--- config.mk ---
export PLATFORM = sky130hd
export DESIGN_NAME = serial_subtractor
export DESIGN_NICKNAME = d
export VERILOG_FILES = /design/src/rtl/serial_subtractor.sv
export SDC_FILE = /design/constraint.sdc
export NUM_CORES = 1
export LEC_CHECK = 0
export BUFFER_PORTS_ARGS = -buffer_cell sky130_fd_sc_hd__buf_2
export CAP_MARGIN = 25
export CORE_UTILIZATION = 30
export CTS_CLUSTER_DIAMETER = 100
export DETAILED_ROUTE_END_ITERATION = 16
export PLACE_DENSITY_LB_ADDON = 0.05
export SYNTH_ARGS = -nofsm -noshare
export SYNTH_HDL_FRONTEND = slang
export SYNTH_SLANG_ARGS = --single-unit
--- constraint.sdc ---
create_clock -name clk -period 1.8 [get_ports clk]
set_input_delay 0.36 -clock clk [delete_from_list [all_inputs] [get_ports clk]]
set_output_delay 0.36 -clock clk [all_outputs]
set_load 0.01 [all_outputs]
--- src/rtl/serial_subtractor.sv ---
// Bit-serial subtractor: diff = a - b - bin, one full-subtractor bit per clock, LSB first.
// Operands are accepted and results returned over valid/ready handshakes, one operation at a time.
module serial_subtractor #(
    parameter int WIDTH = 8
) (
    input  logic             clk,
    input  logic             rst_n,
    input  logic             in_valid,
    output logic             in_ready,
    input  logic [WIDTH-1:0] a,
    input  logic [WIDTH-1:0] b,
    input  logic             bin,
    output logic             out_valid,
    input  logic             out_ready,
    output logic [WIDTH-1:0] diff,
    output logic             bout,
    output logic             ovf
);
    localparam int CW = $clog2(WIDTH + 1);

    typedef enum logic [1:0] {
        IDLE = 2'd0,
        RUN  = 2'd1,
        DONE = 2'd2
    } state_t;

    state_t           state_reg;
    logic [WIDTH-1:0] a_sh_reg;
    logic [WIDTH-1:0] b_sh_reg;
    logic [WIDTH-1:0] res_reg;
    logic [WIDTH-1:0] res_next;
    logic [CW-1:0]    cnt_reg;
    logic             borrow_reg;
    logic             sa_reg;
    logic             sb_reg;
    logic             bout_reg;
    logic             ovf_reg;
    logic             in_ready_reg;
    logic             out_valid_reg;

    logic             x_bit;
    logic             y_bit;
    logic             d_bit;
    logic             br_next;
    logic             last_bit;

    assign x_bit    = a_sh_reg[0];
    assign y_bit    = b_sh_reg[0];
    assign d_bit    = x_bit ^ y_bit ^ borrow_reg;
    assign br_next  = (~x_bit & y_bit) | (~(x_bit ^ y_bit) & borrow_reg);
    assign last_bit = (cnt_reg == CW'(WIDTH - 1));

    // Result fills from the MSB side so bit i settles at position i after WIDTH shifts.
    genvar gi;
    generate
        for (gi = 0; gi < WIDTH - 1; gi++) begin : g_res_shift
            assign res_next[gi] = res_reg[gi + 1];
        end
    endgenerate
    assign res_next[WIDTH-1] = d_bit;

    always_ff @(posedge clk or negedge rst_n) begin
        if (!rst_n) begin
            state_reg     <= IDLE;
            a_sh_reg      <= '0;
            b_sh_reg      <= '0;
            res_reg       <= '0;
            cnt_reg       <= '0;
            borrow_reg    <= 1'b0;
            sa_reg        <= 1'b0;
            sb_reg        <= 1'b0;
            bout_reg      <= 1'b0;
            ovf_reg       <= 1'b0;
            in_ready_reg  <= 1'b0;
            out_valid_reg <= 1'b0;
        end else begin
            case (state_reg)
                IDLE: begin
                    if (in_valid && in_ready_reg) begin
                        state_reg    <= RUN;
                        a_sh_reg     <= a;
                        b_sh_reg     <= b;
                        borrow_reg   <= bin;
                        cnt_reg      <= '0;
                        sa_reg       <= a[WIDTH-1];
                        sb_reg       <= b[WIDTH-1];
                        in_ready_reg <= 1'b0;
                    end else begin
                        in_ready_reg <= 1'b1;
                    end
                end
                RUN: begin
                    a_sh_reg   <= a_sh_reg >> 1;
                    b_sh_reg   <= b_sh_reg >> 1;
                    res_reg    <= res_next;
                    borrow_reg <= br_next;
                    cnt_reg    <= cnt_reg + CW'(1);
                    if (last_bit) begin
                        state_reg     <= DONE;
                        out_valid_reg <= 1'b1;
                        bout_reg      <= br_next;
                        // d_bit here is the final result MSB.
                        ovf_reg       <= (sa_reg != sb_reg) && (d_bit != sa_reg);
                    end
                end
                DONE: begin
                    if (out_ready) begin
                        state_reg     <= IDLE;
                        out_valid_reg <= 1'b0;
                        in_ready_reg  <= 1'b1;
                    end
                end
                default: begin
                    state_reg     <= IDLE;
                    out_valid_reg <= 1'b0;
                    in_ready_reg  <= 1'b1;
                end
            endcase
        end
    end

    assign in_ready  = in_ready_reg;
    assign out_valid = out_valid_reg;
    assign diff      = res_reg;
    assign bout      = bout_reg;
    assign ovf       = ovf_reg;

endmodule

### Word-level counts from Yosys, hierarchy flattened

Index checks and enable logic that the tools add are counted.

| word-level totals | value |
|---|---|
| flip-flop bits (word level) | 37 |
| output and inout port bits | 12 |

| operators by class | value |
|---|---|
| add/sub/neg operators | 1 |
| eq/ne operators | 8 |
| muxes and demuxes | 18 |
| bitwise gates (word level) | 9 |
| reductions and logical operators | 10 |

Operators by type and width:

| cell | count |
|---|---|
| $pmux 8 s2 | 2 |
| $mux 8 | 2 |
| $pmux 4 s2 | 1 |
| $reduce_and 2->1 | 4 |
| $mux 2 | 3 |
| $ne 2x2->1 const B | 3 |
| $pmux 1 s3 | 2 |
| $pmux 2 s3 | 1 |
| $reduce_and 3->1 | 2 |
| $mux 1 | 5 |
| $add 4x1->4 const B | 1 |
| $eq 4x3->1 const B | 1 |
| $mux 4 | 1 |
| $not 1->1 | 4 |
| $and 1x1->1 | 2 |
| $eq 2x1->1 const B | 1 |
| $eq 2x2->1 const B | 1 |
| $logic_and 1x1->1 | 2 |
| $logic_not 2->1 | 1 |
| $ne 1x1->1 | 2 |
| $pmux 1 s2 | 1 |
| $reduce_bool 2->1 | 1 |
| $xor 1x1->1 | 2 |
| $or 1x1->1 | 1 |

### Depth between registers and ports, before layout

Gate-level depths: netlist of run 1.

| depth | value |
|---|---|
| depth in word-level cells | 5 |
| gate-level depth with buffers | 6 |

### Least setup slack after synthesis of run 1

No wires, ideal clock.

| timing | value |
|---|---|
| path type | register to register |
| start point | register a_sh_reg[0] |
| end point | register ovf_reg (netlist: ovf) |
| library setup time | 0.128 ns |
| data arrival time | 1.364 ns |
| path slack | 0.308 ns |
| cell stages (with the launch flop) | 5 |
| buffers on the path | 0 |
| period minus slack after synthesis | 1.492 ns |
| path through | dfrtp_1 fa_1 nand2b_1 o21ai_0 mux2_1 |

| between the ends | value |
|---|---|
| word-level cells in the longest chain between the ends | 4 |

RTL lines:

| item | line | RTL |
|---|---|---|
| from (decl) | 28 | `logic [WIDTH-1:0] a_sh_reg;` |
| from (signal assigned) | 93 | `a_sh_reg <= a_sh_reg >> 1;` |
| $xor 1x1->1 (2 in a row) | 49 | `assign d_bit = x_bit ^ y_bit ^ borrow_reg;` |
| net d_bit | 43 | `logic d_bit;` |
| $ne 1x1->1 | 103 | `ovf_reg <= (sa_reg != sb_reg) && (d_bit != sa_reg);` |
| $logic_and 1x1->1 | 103 |  |
| to (signal assigned) | 103 |  |
| to (decl) | 37 | `logic ovf_reg;` |

The timed path passes the listed nets, and every way through them passes these cells.
A chain may end at the register's enable or synchronous reset.

### Worst setup path after layout of run 1

Ends and elaborated chain as after synthesis.

==> out/qor.csv, run 1 <==
metric;value;unit
drt initial violations;68;
main combinational cell family by area after synthesis;compound AO/OA/AOI/OAI gates;
DRC;0;
complex-gate fraction of the synthesized area;19.28;%
commonest non-fill, non-tap cells in the layout;dfrtp_1, buf_2, nand2_1, a22o_1, a21o_1;
max cap viols;0;
Resized Gates After CTS;0;
Boundary Pins;33;
Synthesized Nets;168;
fmax;646.1;MHz
startpoint types;flop;
GRT Residual Overflow;0;
Post-Syn Area;1694;um^2
commonest non-fill, non-tap cell in the layout;dfrtp_1;
worst setup path end;ovf;
measured slew at the worst slew-check pin;0.5271;ns
Routability Congestion;0.7733;
ANT nets after route;0;
Min Clock Period, post-route;1.548;ns
final hold vios;0;
total negative slack;0;ns
chip height;77.15;um
vias in the first global route;1275;
origin of the critical flop-to-flop path;a_sh_reg[0];
worst r2r path cells;4;
count of pins over their slew limit;0;
Yosys top cell by area;dfrtp_1;
first-pass GRT wire length;6168;um
Non-Filler Instances;252;
CTS Root Cell;clkbuf_8;
Post-Synth Simple-Gate Area;14.18;%
Die ar.;5951;um^2
reg-to-reg slack, setup;0.25;ns
Setup Buffers After CTS;0;
Layout Utilization;38.34;%
WL final;3578;um
TritonCTS buffer count;5;
gr usage total;13.64;%
Clock Skew;0.004988;ns
Pwr Density;1693;nW/um^2
Synth Instances;145;
Clock Latency Late Sink;0.29;ns
htree depth;2;
Core ar.;5270;um^2
Synth top area share;54.65;%
placed insts;245;
register area share after synthesis;54.65;%
row cnt;26;
DR WL/cell;14.20;um
I/O Buffers;32;
endpoint class of the critical path;flop;
hold_buf cts;0;
nets;205;
synth top area cells;dfrtp_1, a22o_1, nand2_1;
area grow syn2layout;19.28;%
HP Class;in -> async;
vias;1176;
Starting Density;32.15;%
maximum buffer depth of the clock tree;2;
Setup CP Type;reg -> reg;
CTS sink cnt;37;
Peak VDD IR;0.4700;mV
Synth Area in Adders;1.920;%
r2r endpoint;ovf;
Tcrit/Tclk final;85.99;%
Worst Path Arrival;1.72;ns
Synth warnings;0;
Post-Synth XOR/XNOR Area;0.5170;%
Max-slew headroom;64.77;%
unrepaired setup endpoints after global routing;false;
LEAKAGE;1.059;nW
final setup violation count;0;
CP startpoint;a_sh_reg[0];
Syn Area/Cell;11.68;um^2
status;complete, no violations;
clk slew on worst S/H paths;0.07;ns
CP Data Required Time;1.97;ns
largest net degree at the start of global routing;24;
CTS tree;yes;
Vias per Instance;4.667;
TritonRoute pass-1 iters;4;
Diodes inserted;0;
layout cells sized above 1;28.02;%
Post-DP HPWL;2504;um
post-synthesis mux area share;4.284;%
initial antenna violation count;0;
distinct cell type count after synthesis;32;
Max FO, Critical Path;3;
synthesized flop and latch total;37;
Die X;77.15;um
synthesized netlist by cell type (all sizes together):
master,instances
nor4bb,1
o2bb2ai,3
a21o,11
o21a,1
nand3,1
xor2,1
nand3b,1
nor2b,5
nand2,29
fa,1
nor3,1
a22o,13
a22oi,3
ha,1
o22ai,1
nor3b,1
nor2,2
a221o,2
buf,9
o21bai,1
o22a,1
dfrtp,37
mux2i,2
inv,4
o21ai,4
mux2,4
nand2b,4
and2,1
cell type report:
| type | count | area (um^2) |
|---|---|---|
| Fill cell | 554 | 3249 |
| Sequential cell | 37 | 925.9 |
| Multi-Input combinational cell | 95 | 680.7 |
| Timing Repair Buffer | 39 | 225.2 |
| Tap cell | 70 | 87.58 |
| Clock buffer | 7 | 86.33 |
| Inverter | 4 | 15.01 |
per-layer routing:
metal | GRT usage (%) | vias to the layer above | share of wire (%) | wire length (um)
met5 | 0 | - | 0 | 0
met1 | 17.47 | 568 | 47 | 1670
met2 | 21.24 | 25 | 47 | 1686
li1 | - | 577 | - | -
met4 | 5.660 | 0 | 1.7 | 61
met3 | 4.167 | 6 | 4.5 | 160
metrics by stage:
stage	power (mW)	setup WS, ns	hold WS, ns	cell area (um^2)
finish	3.421	0.2522	0.01070	2021
global route	3.725	0.1890	0.01983	2021
CTS	3.478	0.2412	0.02193	2021
detailed placement	2.881	0.2501	0.3344	1934
global placement	2.819	0.2861	0.3257	1934
floorplan	2.460	0.3082	0.06441	1694
worst min path at each step:
stage,start,to
global route,rst_n,out_valid
floorplan,rst_n,a_sh_reg[0]
CTS,rst_n,out_valid
detailed placement,rst_n,out_valid
global placement,rst_n,out_valid
finish,rst_n,b_sh_reg[3]
report_power, final:
| group | internal, mW | switching [mW] |
|---|---|---|
| logic | 0.685 | 0.735 |
| clock network | 0.304 | 0.281 |
| registers | 1.17 | 0.244 |
kinds of logic (layout without fill, tap and decap cells):
group           count (synthesis)  in the layout
compound gates                 40             40
flops                          37             37
xor+xnor                        1              1
mux                             6              6
buf+inv                        13             50
fa+ha+maj                       2              2
simple gates                   46             46
critical path: stages, from the launching register on:
cell,delay (ns)
dfrtp_1,0.41
fa_1,0.58
nand2b_1,0.10
o21ai_0,0.06
mux2_1,0.28
No activity file was read; power rests on OpenSTA's default activity.
==> inputs of run 2 (changes only) <==
Settings changed: GPL_TIMING_DRIVEN set to 0.
==> out/qor.csv, run 2 (synthesized netlist as in run 1, its figures left out) <==
metric;value;unit;change
status;complete, no violations;;unchanged
Pwr Density;1708;nW/um^2;was 1693 nW/um^2
max cap viols;0;;unchanged
Worst Path Arrival;1.76;ns;was 1.72 ns
commonest non-fill, non-tap cells in the layout;buf_2, dfrtp_1, nand2_1, a22o_1, a21o_1;;was dfrtp_1, buf_2, nand2_1, a22o_1, a21o_1
GRT Residual Overflow;0;;unchanged
commonest non-fill, non-tap cell in the layout;buf_2;;was dfrtp_1
Vias per Instance;4.690;;was 4.667
LEAKAGE;1.074;nW;was 1.059 nW
Peak VDD IR;0.6527;mV;was 0.4700 mV
Tcrit/Tclk final;88.10;%;was 85.99%
DRC;0;;unchanged
nets;207;;was 205
r2r endpoint;ovf;;unchanged
CTS Root Cell;clkbuf_8;;unchanged
internal power;2.221;mW;was 2.162 mW
ANT nets after route;0;;unchanged
final hold vios;0;;unchanged
row cnt;26;;unchanged
Max-slew headroom;43.81;%;was 64.77%
Setup Buffers After CTS;0;;unchanged
placed insts;247;;was 245
area grow syn2layout;20.61;%;was 19.28%
Resized Gates After CTS;0;;unchanged
gr usage total;13.22;%;was 13.64%
worst r2r path cells;4;;unchanged
vias in the first global route;1277;;was 1275
vias;1196;;was 1176
initial antenna violation count;0;;unchanged
met1 WL;1666;um;was 1670 um
Final WS setup;0.2142;ns;was 0.2522 ns
fmax;630.6;MHz;was 646.1 MHz
measured slew at the worst slew-check pin;0.8429;ns;was 0.5271 ns
WHS;0.1737;ns;was 0.01070 ns
final setup violation count;0;;unchanged
register area;925.9;um^2;unchanged
CTS sink cnt;37;;unchanged
first-pass GRT wire length;6099;um;was 6168 um
largest net degree at the start of global routing;38;;was 24
Diodes inserted;0;;unchanged
hold_buf cts;0;;unchanged
Routability Congestion;0.7797;;was 0.7733
unrepaired setup endpoints after global routing;false;;unchanged
Flop pwr share;40.2;%;was 41.4%
Clock Latency Late Sink;0.29;ns;about the same
htree depth;2;;unchanged
layout cells sized above 1;29.73;%;was 28.02%
net switching power;1.269;mW;was 1.259 mW
clk slew on worst S/H paths;0.07;ns;about the same
Setup CP Type;reg -> reg;;unchanged
CP Data Required Time;1.97;ns;about the same
origin of the critical flop-to-flop path;a_sh_reg[0];;unchanged
Boundary Pins;33;;unchanged
reg-to-reg slack, setup;0.21;ns;was 0.25 ns
fillers;566;;was 554
Non-Filler Instances;255;;was 252
count of pins over their slew limit;0;;unchanged
clock power share;18.2;%;was 17.1%
WL final;3501;um;was 3578 um
met3 wire length;112;um;was 160 um
Die X;77.15;um;unchanged
I/O Buffers;32;;unchanged
Min Clock Period, post-route;1.586;ns;was 1.548 ns
Layout Utilization;38.77;%;was 38.34%
drt initial violations;71;;was 68
total negative slack;0;ns;unchanged
combinational share of power;41.6;%;was 41.5%
TritonRoute pass-1 iters;4;;unchanged
Clock Skew;0.006211;ns;was 0.004988 ns
HP Class;in -> async;;unchanged
dpl ws;0.2206;ns;was 0.2501 ns
chip height;77.15;um;unchanged
sw frac;36.36;%;was 36.80%
Max FO, Critical Path;3;;unchanged
Starting Density;32.15;%;unchanged
DR top layer;met4;;unchanged
TritonCTS buffer count;5;;unchanged
DR WL/cell;13.73;um;was 14.20 um
startpoint types;flop;;unchanged
Core ar.;5270;um^2;unchanged
met2 WL;1676;um;was 1686 um
Die ar.;5951;um^2;unchanged
multi-input logic area;680.7;um^2;unchanged
endpoint class of the critical path;flop;;unchanged
maximum buffer depth of the clock tree;2;;unchanged
Post-DP HPWL;2499;um;was 2504 um
CTS tree;yes;;unchanged
==> run 2: changes by cell type in the layout (fill, tap and decap cells not counted), sizes merged <==
cell / change
clkinv: +1
buf: +2
==> run 2: worst max-delay path by stage <==
stage	startpoint	to	slack (ns)	cells past startpoint
final	a_sh_reg[0]	ovf	0.21	4
after global routing	state_reg[1]	ovf	0.16	4
after CTS	a_sh_reg[0]	ovf	0.21	4
after detailed placement	a_sh_reg[0]	ovf	0.22	4
after global placement	a_sh_reg[0]	ovf	0.22	4
after floorplan	a_sh_reg[0]	ovf	0.31	4
==> run 2: power groups by stage <==
stage	Clock [mW]	Combinational (mW)	Sequential, mW
6_report	0.634	1.45	1.40
5_1_grt	0.692	1.64	1.45
4_1_cts	0.663	1.48	1.41
3_5_place_dp	0	1.46	1.43
3_3_place_gp	0	1.44	1.41
2_1_floorplan	0	1.03	1.43
==> run 2: per-stage QoR <==
step | total power [mW] | area [um^2]
6_report | 3.490 | 2043
5_1_grt | 3.780 | 2043
4_1_cts | 3.548 | 2043
3_5_place_dp | 2.891 | 1942
3_3_place_gp | 2.843 | 1942
2_1_floorplan | 2.460 | 1694
==> run 2: worst max-delay path, stage by stage, from the launching register on <==
cell      delay [ns]
dfrtp_1         0.42
fa_1            0.60
nand2b_1        0.11
o21ai_0         0.06
mux2_1          0.29
==> run 2: layer usage <==
metal,GRT usage (%),vias to the layer above
li1,-,582
met1,16.74,590
met2,21.24,19
met3,4.048,5
met4,4.528,0
met5,0,-
==> run 2: layout make-up <==
class                           count  area share, %
Sequential cell                    37          45.32
Multi-Input combinational cell     95          33.31
Timing Repair Buffer               32          7.838
Clock buffer                        7          4.715
Tap cell                           70          4.287
Buffer                              9          3.552
Inverter                            4         0.7348
Clock inverter                      1         0.2449
